[config.mk]
export PLATFORM = sky130hd
export DESIGN_NAME = rom_port_arbiter
export DESIGN_NICKNAME = d
export VERILOG_FILES = /design/src/rtl/rom_port_arbiter_pkg.sv /design/src/rtl/rom_port_arbiter_rr_arb2.sv /design/src/rtl/rom_port_arbiter.sv
export SDC_FILE = /design/constraint.sdc
export NUM_CORES = 1
export LEC_CHECK = 0
export ABC_AREA = 1
export BUFFER_PORTS_ARGS = -buffer_cell sky130_fd_sc_hd__buf_2
export CORE_MARGIN = 5
export CORE_UTILIZATION = 35
export CTS_BUF_LIST = sky130_fd_sc_hd__clkbuf_16
export DETAILED_ROUTE_END_ITERATION = 8
export GPL_TIMING_DRIVEN = 0
export PLACE_DENSITY_LB_ADDON = 0.12
export SETUP_SLACK_MARGIN = 0.05
export SYNTH_ARGS = -nofsm -noshare
export SYNTH_HDL_FRONTEND = slang
export SYNTH_SLANG_ARGS = --single-unit
[constraint.sdc]
create_clock -name clk -period 3.57 [get_ports clk]
set_clock_uncertainty 0.05 [all_clocks]
set_input_delay 0.1785 -clock clk [delete_from_list [all_inputs] [get_ports clk]]
set_output_delay 0.1785 -clock clk [all_outputs]
set_load 0.1 [all_outputs]
[src/rtl/rom_port_arbiter_pkg.sv]
// Shared constants, state encodings and helpers for the instruction-ROM port arbiter.
package rom_port_arbiter_pkg;

    localparam int MEM_BUS_W      = 32;
    localparam int MEM_ADDR_BUS_W = 32;
    localparam logic [MEM_BUS_W-1:0] ZERO_WORD = '0;

    typedef enum logic [1:0] {
        ARB_IDLE    = 2'd0,
        ARB_M0_OWN  = 2'd1,
        ARB_M1_OWN  = 2'd2,
        ARB_M1_LOCK = 2'd3
    } arb_state_t;

    localparam int ARB_M0 = 0;
    localparam int ARB_M1 = 1;

    // Word index (byte address >> 2) checked against the ROM depth in words.
    function automatic logic word_in_range(input logic [29:0] word_idx, input int depth);
        logic [31:0] lim;
        lim = depth;
        return {2'b00, word_idx} < lim;
    endfunction

endpackage

[src/rtl/rom_port_arbiter_rr_arb2.sv]
// Two-way round-robin picker; remembers which master was granted last.
module rr_arb2 #(
    parameter bit M1_FIRST = 1'b1
) (
    input  logic       clk,
    input  logic       rst,
    input  logic [1:0] req,
    input  logic       en,
    output logic [1:0] gnt
);
    import rom_port_arbiter_pkg::*;

    logic       last_m1;
    logic [1:0] req_eff;

    // en=0 hides M0 entirely so a locked M1 can never lose the port.
    always_comb begin
        req_eff = {req[ARB_M1], req[ARB_M0] & en};
        gnt     = req_eff;
        if (req_eff == 2'b11) begin
            gnt = last_m1 ? 2'b01 : 2'b10;
        end
    end

    always_ff @(posedge clk) begin
        if (rst) begin
            last_m1 <= !M1_FIRST;
        end else if (gnt[ARB_M1]) begin
            last_m1 <= 1'b1;
        end else if (gnt[ARB_M0]) begin
            last_m1 <= 1'b0;
        end
    end

endmodule

[src/rtl/rom_port_arbiter.sv]
// Shares the single-port instruction ROM between core fetch (M0) and the debug downloader (M1).
module rom_port_arbiter #(
    parameter int ROM_DEPTH = 4096,
    parameter int M1_FIRST  = 1
) (
    input  logic        clk,
    input  logic        rst,
    input  logic        m0_req_i,
    input  logic [31:0] m0_addr_i,
    output logic [31:0] m0_data_o,
    output logic        m0_ack_o,
    input  logic        m1_req_i,
    input  logic        m1_we_i,
    input  logic [31:0] m1_addr_i,
    input  logic [31:0] m1_data_i,
    input  logic        m1_lock_i,
    output logic [31:0] m1_data_o,
    output logic        m1_ack_o,
    output logic        rom_we_o,
    output logic [31:0] rom_addr_o,
    output logic [31:0] rom_data_o,
    input  logic [31:0] rom_data_i,
    output logic        hold_flag_o
);
    import rom_port_arbiter_pkg::*;

    arb_state_t  state;
    arb_state_t  state_next;
    logic [1:0]  req;
    logic [1:0]  gnt;
    logic        gnt_m0;
    logic        gnt_m1;
    logic        en;
    logic [31:0] sel_addr;
    logic        sel_in_range;
    logic [31:0] addr_hold;

    // A master whose ack is out this cycle is not eligible, so a held req is never granted twice.
    assign req = {m1_req_i & ~m1_ack_o & ~rst, m0_req_i & ~m0_ack_o & ~rst};
    assign en  = (state != ARB_M1_LOCK);

    rr_arb2 #(
        .M1_FIRST(M1_FIRST != 0)
    ) u_rr_arb2 (
        .clk(clk),
        .rst(rst),
        .req(req),
        .en (en),
        .gnt(gnt)
    );

    assign gnt_m0       = gnt[ARB_M0];
    assign gnt_m1       = gnt[ARB_M1];
    assign sel_addr     = gnt_m1 ? m1_addr_i : m0_addr_i;
    assign sel_in_range = word_in_range(sel_addr[31:2], ROM_DEPTH);

    assign rom_addr_o = (gnt_m0 | gnt_m1) ? sel_addr : addr_hold;
    assign rom_we_o   = gnt_m1 & m1_we_i & sel_in_range;
    assign rom_data_o = gnt_m1 ? m1_data_i : ZERO_WORD;

    always_comb begin
        state_next = state;
        case (state)
            ARB_M1_LOCK: begin
                if (gnt_m1) begin
                    state_next = ARB_M1_LOCK;
                end else if (!m1_lock_i) begin
                    state_next = ARB_IDLE;
                end
            end
            default: begin
                if (gnt_m1) begin
                    state_next = m1_lock_i ? ARB_M1_LOCK : ARB_M1_OWN;
                end else if (gnt_m0) begin
                    state_next = ARB_M0_OWN;
                end else begin
                    state_next = ARB_IDLE;
                end
            end
        endcase
    end

    // Grant cycle -> ack/data cycle boundary: ROM word captured on the edge ending the grant.
    always_ff @(posedge clk) begin
        if (rst) begin
            state       <= ARB_IDLE;
            hold_flag_o <= 1'b0;
            addr_hold   <= ZERO_WORD;
            m0_ack_o    <= 1'b0;
            m0_data_o   <= ZERO_WORD;
            m1_ack_o    <= 1'b0;
            m1_data_o   <= ZERO_WORD;
        end else begin
            state       <= state_next;
            hold_flag_o <= gnt_m1 | (state == ARB_M1_OWN) | (state == ARB_M1_LOCK);
            addr_hold   <= rom_addr_o;
            m0_ack_o    <= gnt_m0;
            m1_ack_o    <= gnt_m1;
            if (gnt_m0) begin
                m0_data_o <= sel_in_range ? rom_data_i : ZERO_WORD;
            end
            if (gnt_m1) begin
                m1_data_o <= (sel_in_range && !m1_we_i) ? rom_data_i : ZERO_WORD;
            end
        end
    end

endmodule

Yosys cells after proc, flatten, opt, wreduce, memory -nomap -nowiden
Cells that the tools add are included.

storage, ports and cells
  bits in registers = 102
  logic and storage cells = 45
  input bits = 134

cells by class
  equality and inequality tests = 5
  mux-type cells = 15
  reductions and logical operators = 3
  bitwise operators = 13
  order comparisons = 1

operators with widths
  operator                number
  $mux W32                5
  $lt A30 B13 Y1 const B  1
  $mux W2                 6
  $and A1 B1 Y1           7
  $eq A2 B2 Y1 const B    3
  $mux W1                 4
  $ne A3 B3 Y1 const B    1
  $not A1 Y1              3
  $or A1 B1 Y1            3
  $ne A2 B2 Y1 const B    1
  $reduce_bool A2 Y1      1
  $logic_and A1 B1 Y1     1
  $logic_not A1 Y1        1

Longest topological paths before layout
Gate-level depths: netlist of run 1.

  depth in word-level cells = 10
  depth in mapped cells = 17
  mapped depth without buffers = 14

By module
A second synthesis of run 1 with hierarchy kept.

second synthesis, totals
  cell total of the unflattened synthesis = 670
  area, all modules = 4,817.1 um^2

by module, submodules not included
  module            area each (um^2)  cells each  times used
  rom_port_arbiter  4,755.8           659         1
  rr_arb2           61.3              11          1

Worst setup path after synthesis of run 1
Ideal clock, no wire load.

  path kind = register -> output
  from = register m0_ack_o
  to = output port rom_data_o[22]
  path slack = 0.150 ns
  stages on the path, launching flop included = 10
  arrival = 3.191 ns
  data required time = 3.342 ns
  cell sequence = dfxtp_1 -> inv_1 -> nand3_1 -> nor2_2 -> nand2_4 -> nand2_4 -> buf_2 -> buf_1 -> buf_1 -> nor2_1

on the way
  cells in the longest elaborated chain, start to end = 7

RTL lines
  item                         RTL line                        RTL
  from (decl)                  rom_port_arbiter.sv:11          output logic m0_ack_o,
  from (signal assigned)       rom_port_arbiter.sv:97          m0_ack_o <= gnt_m0;
  $not A1 Y1                   rom_port_arbiter.sv:39          assign req = {m1_req_i & ~m1_ack_o & ~rst, m0_req_i & ~m0_ack_o & ~rst};
  $and A1 B1 Y1 (2 in series)  rom_port_arbiter.sv:39
  $and A1 B1 Y1                rom_port_arbiter_rr_arb2.sv:18  req_eff = {req[ARB_M1], req[ARB_M0] & en};
  $eq A2 B2 Y1                 rom_port_arbiter_rr_arb2.sv:20  if (req_eff == 2'b11) begin
  $mux W2                      rom_port_arbiter_rr_arb2.sv:20
  $mux W32                     rom_port_arbiter.sv:59          assign rom_data_o = gnt_m1 ? m1_data_i : ZERO_WORD;
  to (decl)                    rom_port_arbiter.sv:21          output logic [31:0] rom_data_o,

Every way passes these cells.

Worst setup path after layout of run 1
  from = register m0_ack_o
  to = output port rom_we_o

on the way
  cells in the longest elaborated chain, start to end = 9
  elaborated cells on any way between the ends = 10

RTL lines
  item                           RTL line                        RTL
  $not A1 Y1 *                   rom_port_arbiter.sv:39
  $and A1 B1 Y1 * (2 in series)  rom_port_arbiter.sv:39
  $and A1 B1 Y1 *                rom_port_arbiter_rr_arb2.sv:18
  $eq A2 B2 Y1 *                 rom_port_arbiter_rr_arb2.sv:20
  $mux W2 *                      rom_port_arbiter_rr_arb2.sv:20
  $mux W32                       rom_port_arbiter.sv:54          assign sel_addr = gnt_m1 ? m1_addr_i : m0_addr_i;
  $lt A30 B13 Y1                 rom_port_arbiter_pkg.sv:22      return {2'b00, word_idx} < lim;
  $and A1 B1 Y1 *                rom_port_arbiter.sv:58          assign rom_we_o = gnt_m1 & m1_we_i & sel_in_range;
  to (decl)                      rom_port_arbiter.sv:19          output logic rom_we_o,

Every way passes the cells marked *; elsewhere a longest branch is shown, timed or not.

==> results.ini, run 1 <==
[grt]
grt_pass1_wl_um = 26130
antenna_found_initial = 0
overflow = 0
grt_pass1_vias = 5127
grt_max_degree = 18
grtUsageTotal = 0.2046

[floorplan]
fp.coreArea_sq_um = 13240
initial_utilization = 0.3571
die_area_sq_um = 15940
die-width_um = 126.2
fp-row-count = 42
dieHeight_um = 126.2
io_pins = 266

[critical_path]
worstSetupStartpoint = m0_ack_o$_SDFF_PP0_
cp_slowest_cell = dfxtp_1
endpoint = rom_we_o
r2r-start = m1_ack_o$_SDFF_PP0_
cp_common_cell = nand3_1
worstPathRequired_ns = 3.34
setup.worst_path.end_class = primary output
reg2reg_depth = 9
crit_arrival_ns = 2.95
cp_max_fo = 10
crit_path_max_incr_delay_ns = 0.37
crit_chain = inv_1 > nand3_1 > nor2_2 > nand2_4 > clkbuf_1 > nand3_1 > nand2_1 > nor2_1 > nand3_1 > nor2_2 > and2_1 > buf_4 > and3_1 > clkbuf_4
r2r_slack_ns = 1.01
critical_path_class = reg -> out
start_kind = flip-flop
r2r-end = m0_data_o[4]$_SDFFE_PP0P_

[cts]
cts_sinks = 102
clk-insertion-delay-late_ns = 0.35
clk_pin_slew_ns = 0.07
cts_root_buf = clkbuf_16
h-tree-depth = 3
clockBufferDepth = 2
cts_made_buffers = 9
tritoncts = yes
cts_setup_buffers = 0

[yosys]
syn_avg_cell_area_sq_um = 6.671
synth_edf_count = 0
synth_ff_type = dfxtp_1
synth_fp_nets = 843
synth.area.top_cells = dfxtp_1, nand2_1, inv_1, nor2_1, nand3_1
synth_cell_types = 22
synthCells = 709
ys_seq_area_frac = 0.4317
synth-async-reset-ratio = 0
yosysTopAreaCell = dfxtp_1
ys_ff_latch = 102
synth.top_cell.area_share = 0.4317
synth_warnings = 0
syn_area_sq_um = 4730

[cells_and_area]
syn_to_final_growth_pct = 40.26
postLayoutCoreUtil = 0.5009
most-common-layout-cells = buf_2, nand2_1, inv_1
diodes = 0
fill_cells = 1452
nNetsFinal = 1127
mostFrequentLayoutCell = buf_2
drive_above_1_share = 0.3056

[placement]
gp_congestion = 0.8755
pre_cts_slack_ns = 0.6445
post-dp-hpwl_um = 13210
numPortBuffers = 265

[outcome]
status = finished clean

[sta]
max_clock_freq_ghz = 0.3146
finalSetupViolations = 0
hold_viol = 0
min_period_ns = 3.179
period_share = 0.8904
relSlewSlack = 0.6082
slew_viol_final = 0
rsz0062_at_grt = false
holdWs_ns = 0.006824
timing.final.ws_setup_ns = 0.3911
tightest_slew_ns = 0.5855
setup-tns-final_ns = 0

[drt]
drc_errors = 0
firstDrtPassIters = 6
dr.first_iter.drc_count = 319
vias_per_cell = 4.621
num_vias = 5425
wl_per_cell_um = 14.36
postRouteAntennaNets = 0
routed_wl_um = 16860

[power]
leakage_nw = 3.815
power_density_nw_per_um2 = 461.4
ir_drop_v = 0.0003094

[flow_run]
cap_violations = 0

[worst_hold_path]
hp-class = in -> reg

## layout make-up
type	count	area (sq um)	share of cell area
tap	176	220.2	0.03320
multi-input combinational	454	2064	0.3112
clock buffer	9	225.2	0.03395
buffer	48	229.0	0.03452
inverter	105	394.1	0.05941
timing repair buffer	273	1409	0.2124
clock inverter	7	50.05	0.007544
sequential	102	2042	0.3078
## cells by family (layout without fill, tap and decap cells)
group                  Yosys count  in the layout  share of synthesized area
AO/OA/AOI/OAI                   80             80                    0.09630
buffers and inverters          153            442                     0.1317
flip-flops                     102            102                     0.4317
AND/OR/NAND/NOR                374            374                     0.3402
## routing by layer
metal | up-vias | share of wire | track usage | wire, um
li1 | 2813 | - | - | -
met1 | 2386 | 0.43 | 0.2583 | 7315
met2 | 199 | 0.46 | 0.3283 | 7713
met3 | 27 | 0.082 | 0.05927 | 1385
met4 | 0 | 0.026 | 0.08328 | 443
met5 | - | 0 | 0 | 0
## cell usage after synthesis, drive strengths merged (14+ instances only)
library cell    n
clkbuf         23
inv           104
a22o           14
dfxtp         102
a21oi          46
nand4          32
nand3          68
nand2         174
nor2           97
o21ai          19
buf            25
## timing repair
item                       4_1_cts  5_1_grt
setup endpoints to repair        0        1
hold endpoints to repair         8        0
resized for setup                0        1
hold buffers                     8        0
## state kept, by name, summed over array words and instances, names as in the netlist
signal	flops
m1_ack_o	1
state	2
hold_flag_o	1
m0_data_o	32
m1_data_o	32
m0_ack_o	1
addr_hold	32
u_rr_arb2.last_m1	1
## report_power, final
| group | switching (mW) | internal [mW] | leakage (nW) |
|---|---|---|---|
| sequential | 0.0108 | 1.17 | 0.829 |
| combinational | 0.749 | 0.182 | 2.85 |
| clock | 0.468 | 0.477 | 0.139 |
## worst min-delay path by stage
stage	start	to	cells past startpoint
4_1_cts	rom_data_i[9]	m0_data_o[9]$_SDFFE_PP0P_	3
2_1_floorplan	rom_data_i[0]	m0_data_o[0]$_SDFFE_PP0P_	2
3_3_place_gp	rom_data_i[13]	m0_data_o[13]$_SDFFE_PP0P_	3
3_5_place_dp	rom_data_i[1]	m0_data_o[1]$_SDFFE_PP0P_	3
5_1_grt	rom_data_i[3]	m0_data_o[3]$_SDFFE_PP0P_	3
6_report	rom_data_i[9]	m0_data_o[9]$_SDFFE_PP0P_	3
## worst max-delay path: cells and delay by family (launching register included)
kind | cells | cell delay, ns
simple gates | 10 | 1.39
flops | 1 | 0.37
buf+inv | 4 | 0.82
## through the flow
stage          cells  instance area [sq um]  power, mW
4_1_cts         1174                   6631      3.092
6_report        1174                   6634      3.061
2_1_floorplan    709                   4730      1.923
5_1_grt         1174                   6634      3.191
3_5_place_dp    1150                   6276      2.139
3_3_place_gp    1150                   6276      2.138
Note: power is estimated with default switching activity, not from simulation.
==> run 2, diff against run 1 <==
Settings changed: CORE_UTILIZATION 35 to 48.
==> results.ini, run 2 (same netlist as run 1, synthesis figures left out) <==
[outcome]
status = finished clean

[drt]
wl_per_cell_um = 13.83
routed_wl_um = 15540
num_vias = 5366
drc_errors = 0
dr.first_iter.drc_count = 281
postRouteAntennaNets = 0
firstDrtPassIters = 7
vias_per_cell = 4.774

[sta]
relSlewSlack = 0.5880
rsz0062_at_grt = false
min_period_ns = 3.245
slew_viol_final = 0
hold_viol = 0
setup-tns-final_ns = 0
finalSetupViolations = 0
period_share = 0.9089
max_clock_freq_ghz = 0.3082
tightest_slew_ns = 0.6181

[cts]
hold_buffers = 0
cts_sinks = 102
tritoncts = yes
clk-insertion-delay-late_ns = 0.33
cts_made_buffers = 9
clk_pin_slew_ns = 0.07
h-tree-depth = 3
clockBufferDepth = 2
cts_resized = 0
cts_setup_buffers = 0
cts_root_buf = clkbuf_16

[cells_and_area]
fill_cells = 910
most-common-layout-cells = buf_2, nand2_1, inv_1
nNetsFinal = 1119
postLayoutCoreUtil = 0.6738
syn_to_final_growth_pct = 37.96
mostFrequentLayoutCell = buf_2
drive_above_1_share = 0.3081
largest_registers = addr_hold: 32 flops, m0_data_o: 32 flops, m1_data_o: 32 flops

[critical_path]
cp_slowest_cell = nor2_1
path_delay_family = buffers and inverters
crit_path_max_incr_delay_ns = 0.45
crit_chain = nor3_4 > buf_2 > nor2_1 > clkinv_1 > clkbuf_1 > nand3_1 > o21ai_0 > inv_1 > buf_2
worstSetupStartpoint = m1_ack_o$_SDFF_PP0_
cp_common_cell = buf_2
setup.worst_path.end_class = primary output
start_kind = flip-flop
worstPathRequired_ns = 3.34
crit_arrival_ns = 3.02
cp_max_fo = 10
path_buf_inv = 5
r2r-start = m1_ack_o$_SDFF_PP0_
critical_path_class = reg -> out

[worst_hold_path]
worstHoldStart = rom_data_i[3]
hp-class = in -> reg

[grt]
grt_pass1_vias = 5061
grt_pass1_wl_um = 24030
grt_max_degree = 18
antenna_found_initial = 0
grtUsageTotal = 0.2539
overflow = 0

[power]
p_total_mw = 3.088
power_density_nw_per_um2 = 473.3
ir_drop_v = 0.0003520
leakage_nw = 3.792

[floorplan]
dieHeight_um = 109.3
initial_utilization = 0.4884
die_area_sq_um = 11940
die-width_um = 109.3
fp-row-count = 36
io_pins = 266
fp.coreArea_sq_um = 9684

[placement]
numPortBuffers = 265
post-dp-hpwl_um = 12100
gp_congestion = 0.9170

[flow_run]
cap_violations = 0

-- run 2: cell types whose count changed in the layout (fill, tap and decap cells not counted), sizes merged --
cell	before	now
buf	289	290
bufinv	0	1
clkbuf	33	32
diode	0	1
dlygate4sd3	8	0
inv	107	106
-- run 2: metrics by stage --
stage	std cells	cell area (sq um)	hold slack, ns	worst slack (ns)
floorplan	709	4730	0.2598	0.1504
global placement	1107	6222	0.3653	0.6837
detailed placement	1107	6222	0.3669	0.7096
CTS	1123	6523	0.01277	0.3180
global route	1123	6523	0.02446	0.1082
finish	1124	6525	0.02094	0.3252
-- run 2: worst register-to-register path, stage by stage (launching register included) --
cell      delay [ns]
dfxtp_1         0.35
nor2_1          0.16
nand3_1         0.14
nand2_4         0.15
clkbuf_1        0.41
inv_1           0.13
nor2_1          0.48
clkbuf_1        0.43
nand2_1         0.11
nand2_1         0.09
-- run 2: per-layer routing --
metal	part of all wire	up-vias	wire (um)	GRT usage
li1	-	2785	-	-
met2	0.47	175	7259	0.4206
met4	0.021	0	328	0.08905
met3	0.071	27	1100	0.05447
met5	0	-	0	0
met1	0.44	2379	6851	0.3272
-- run 2: power by group --
part           internal, mW  switching, mW  total, mW  leakage (nW)
Clock                 0.548          0.436      0.984         0.149
Combinational         0.177          0.743      0.920          2.81
Sequential             1.17         0.0105       1.18         0.829
-- run 2: final cells by class --
class	count	area, sq um	area share
diodes	1	2.502	0.0003835
plain buffers	48	229.0	0.03509
clock buffers	9	225.2	0.03452
clock inverters	7	75.07	0.01151
inverters	105	394.1	0.06040
multi-input cells	454	2064	0.3164
flip-flops and latches	102	2042	0.3129
well taps	133	166.4	0.02550
repair buffers	265	1326	0.2033
-- run 2: worst paths after layout --
path,to,slack [ns],depth (start not counted)
setup / recovery,rom_addr_o[27],0.33,9
hold / removal,m0_data_o[3]$_SDFFE_PP0P_,0.02,3
setup reg to reg,m0_data_o[31]$_SDFFE_PP0P_,1.02,9
hold reg to reg,m0_data_o[17]$_SDFFE_PP0P_,0.40,2
==> run 3, diff against run 2 <==
Settings changed: ABC_AREA 1 to default, CORE_UTILIZATION 48 to 45, PLACE_DENSITY_LB_ADDON 0.12 to 0.08.
==> results.ini, run 3 <==
[critical_path]
cp_slowest_cell = buf_1
setup.worst_path.end_class = primary output
endpoint = rom_addr_o[28]
start_kind = flip-flop
reg2reg_depth = 5
crit_arrival_ns = 2.90
critical_path_class = reg -> out
worstPathRequired_ns = 3.34
cp_common_cell = buf_2
cp_max_fo = 10
r2r_slack_ns = 1.14
crit_chain = or3b_1 > a21bo_2 > clkbuf_1 > buf_2 > buf_1 > a31oi_2 > buf_2
worstSetupStartpoint = m1_ack_o$_SDFF_PP0_
r2r-end = m0_data_o[28]$_SDFFE_PP0P_
crit_path_max_incr_delay_ns = 0.57
r2r-start = state[0]$_SDFFE_PP0P_

[drt]
firstDrtPassIters = 5
wl_per_cell_um = 17.99
dr.first_iter.drc_count = 188
postRouteAntennaNets = 0
routed_wl_um = 14570
drc_errors = 0
num_vias = 4500
vias_per_cell = 5.556

[cells_and_area]
diodes = 0
mostFrequentLayoutCell = buf_2
drive_above_1_share = 0.4587
stdcell_count = 810
syn_to_final_growth_pct = 47.15
nNetsFinal = 831
most-common-layout-cells = buf_2, dfxtp_1, nor2_1
largest_registers = addr_hold: 32 flops, m0_data_o: 32 flops, m1_data_o: 32 flops
fin_area_sq_um = 5908
fill_cells = 775
postLayoutCoreUtil = 0.6775

[floorplan]
die_area_sq_um = 10910
initial_utilization = 0.4604
fp-row-count = 34
io_pins = 266
fp.coreArea_sq_um = 8721
die-width_um = 104.5
dieHeight_um = 104.5

[yosys]
synth_commonest_cells = dfxtp_1, nor2_1, nand2_1
synthCells = 421
ys_seq_area_frac = 0.5086
yosysTopAreaCell = dfxtp_1
synth_ff_type = dfxtp_1
syn_avg_cell_area_sq_um = 9.537
synth.area.top_cells = dfxtp_1, a32o_1, a22o_1, and2_1, nor2_1
synth_warnings = 0
synth.top_cell.area_share = 0.5086
synth-async-reset-ratio = 0
syn_area_sq_um = 4015
ys_ff_latch = 102
synth_cell_types = 30
synthMostInstantiatedCell = dfxtp_1
synth_edf_count = 0
synth_fp_nets = 555

[flow_run]
cap_violations = 0

[grt]
grt_pass1_vias = 4472
grt_max_degree = 20
grtUsageTotal = 0.2570
overflow = 0
antenna_found_initial = 0
grt_pass1_wl_um = 22840

[cts]
hold_buffers = 0
tritoncts = yes
h-tree-depth = 3
cts_sinks = 102
clk-insertion-delay-late_ns = 0.33
clockBufferDepth = 2
cts_resized = 0
clk_pin_slew_ns = 0.07
cts_root_buf = clkbuf_16
cts_setup_buffers = 0
cts_made_buffers = 9

[sta]
tightest_slew_ns = 0.7609
setup-tns-final_ns = 0
relSlewSlack = 0.4889
timing.final.ws_setup_ns = 0.4415
finalSetupViolations = 0
slew_viol_final = 0
period_share = 0.8763
holdWs_ns = 0.01746
hold_viol = 0
max_clock_freq_ghz = 0.3196
min_period_ns = 3.128
rsz0062_at_grt = false

[outcome]
status = finished clean

[placement]
placed_cells = 794
numPortBuffers = 265
post-dp-hpwl_um = 11590
pre_cts_slack_ns = 0.7511
place_area_sq_um = 5594
gp_congestion = 0.9515

[worst_hold_path]
hp-class = in -> reg

[power]
power_density_nw_per_um2 = 535.2
ir_drop_v = 0.0002804
p_total_mw = 3.162
leakage_nw = 2.898

[run 3: cell count changes in the layout (fill, tap and decap cells not counted), moves of 32 or more]
| cell | previous run | this run |
|---|---|---|
| a21oi_1 | 46 | 1 |
| a32o_1 | 0 | 32 |
| inv_1 | 103 | 4 |
| nand2_1 | 172 | 39 |
| nand3_1 | 68 | 0 |
| nor2_1 | 94 | 52 |
[run 3: cells by family (layout without fill, tap and decap cells)]
logic type | Yosys count | after routing | share of synthesized area
AOI/OAI and AO/OA | 125 | 125 | 0.2602
muxes | 1 | 1 | 0.003427
DFF | 102 | 102 | 0.5086
buffers and inverters | 42 | 323 | 0.04986
and+or+nand+nor | 151 | 151 | 0.1779
[run 3: layer usage]
metal | global-route usage | share of wire | wire length (um)
met2 | 0.4339 | 0.49 | 7137
met4 | 0.1110 | 0.038 | 558
met5 | 0 | 0 | 0
met3 | 0.08194 | 0.090 | 1306
met1 | 0.2967 | 0.38 | 5566
[run 3: worst min path at each step]
stage / startpoint / endpoint / depth (start not counted)
final: rom_data_i[22] / m1_data_o[22]$_SDFFE_PP0N_ / 2
after global routing: rom_data_i[12] / m1_data_o[12]$_SDFFE_PP0N_ / 2
after CTS: rom_data_i[11] / m1_data_o[11]$_SDFFE_PP0N_ / 2
after detailed placement: rom_data_i[20] / m1_data_o[20]$_SDFFE_PP0N_ / 2
after global placement: rom_data_i[26] / m1_data_o[26]$_SDFFE_PP0N_ / 2
after floorplan: m0_req_i / u_rr_arb2.last_m1$_SDFFE_PP0N_ / 1
[run 3: cell type report]
class	instances	area, sq um	share of cell area
Clock buffer	9	225.2	0.03812
Inverter	5	18.77	0.003177
Multi-Input combinational cell	277	1891	0.3200
Tap cell	108	135.1	0.02287
Buffer	37	181.4	0.03071
Timing Repair Buffer	265	1326	0.2245
Clock inverter	7	88.84	0.01504
Sequential cell	102	2042	0.3456
[run 3: critical path, delay by kind of cell (launching register included)]
kind | cells | cell delay (ns)
AO/OA/AOI/OAI | 2 | 0.44
buffers and inverters | 4 | 1.35
flip-flops | 1 | 0.33
AND/OR/NAND/NOR | 1 | 0.43
[run 3: power by group]
group	switching [mW]	internal (mW)	total (mW)	leakage (nW)
Combinational	0.769	0.187	0.956	1.92
Sequential	0.0133	1.18	1.19	0.830
Clock	0.455	0.560	1.02	0.150
Total	1.24	1.92	3.16	2.90
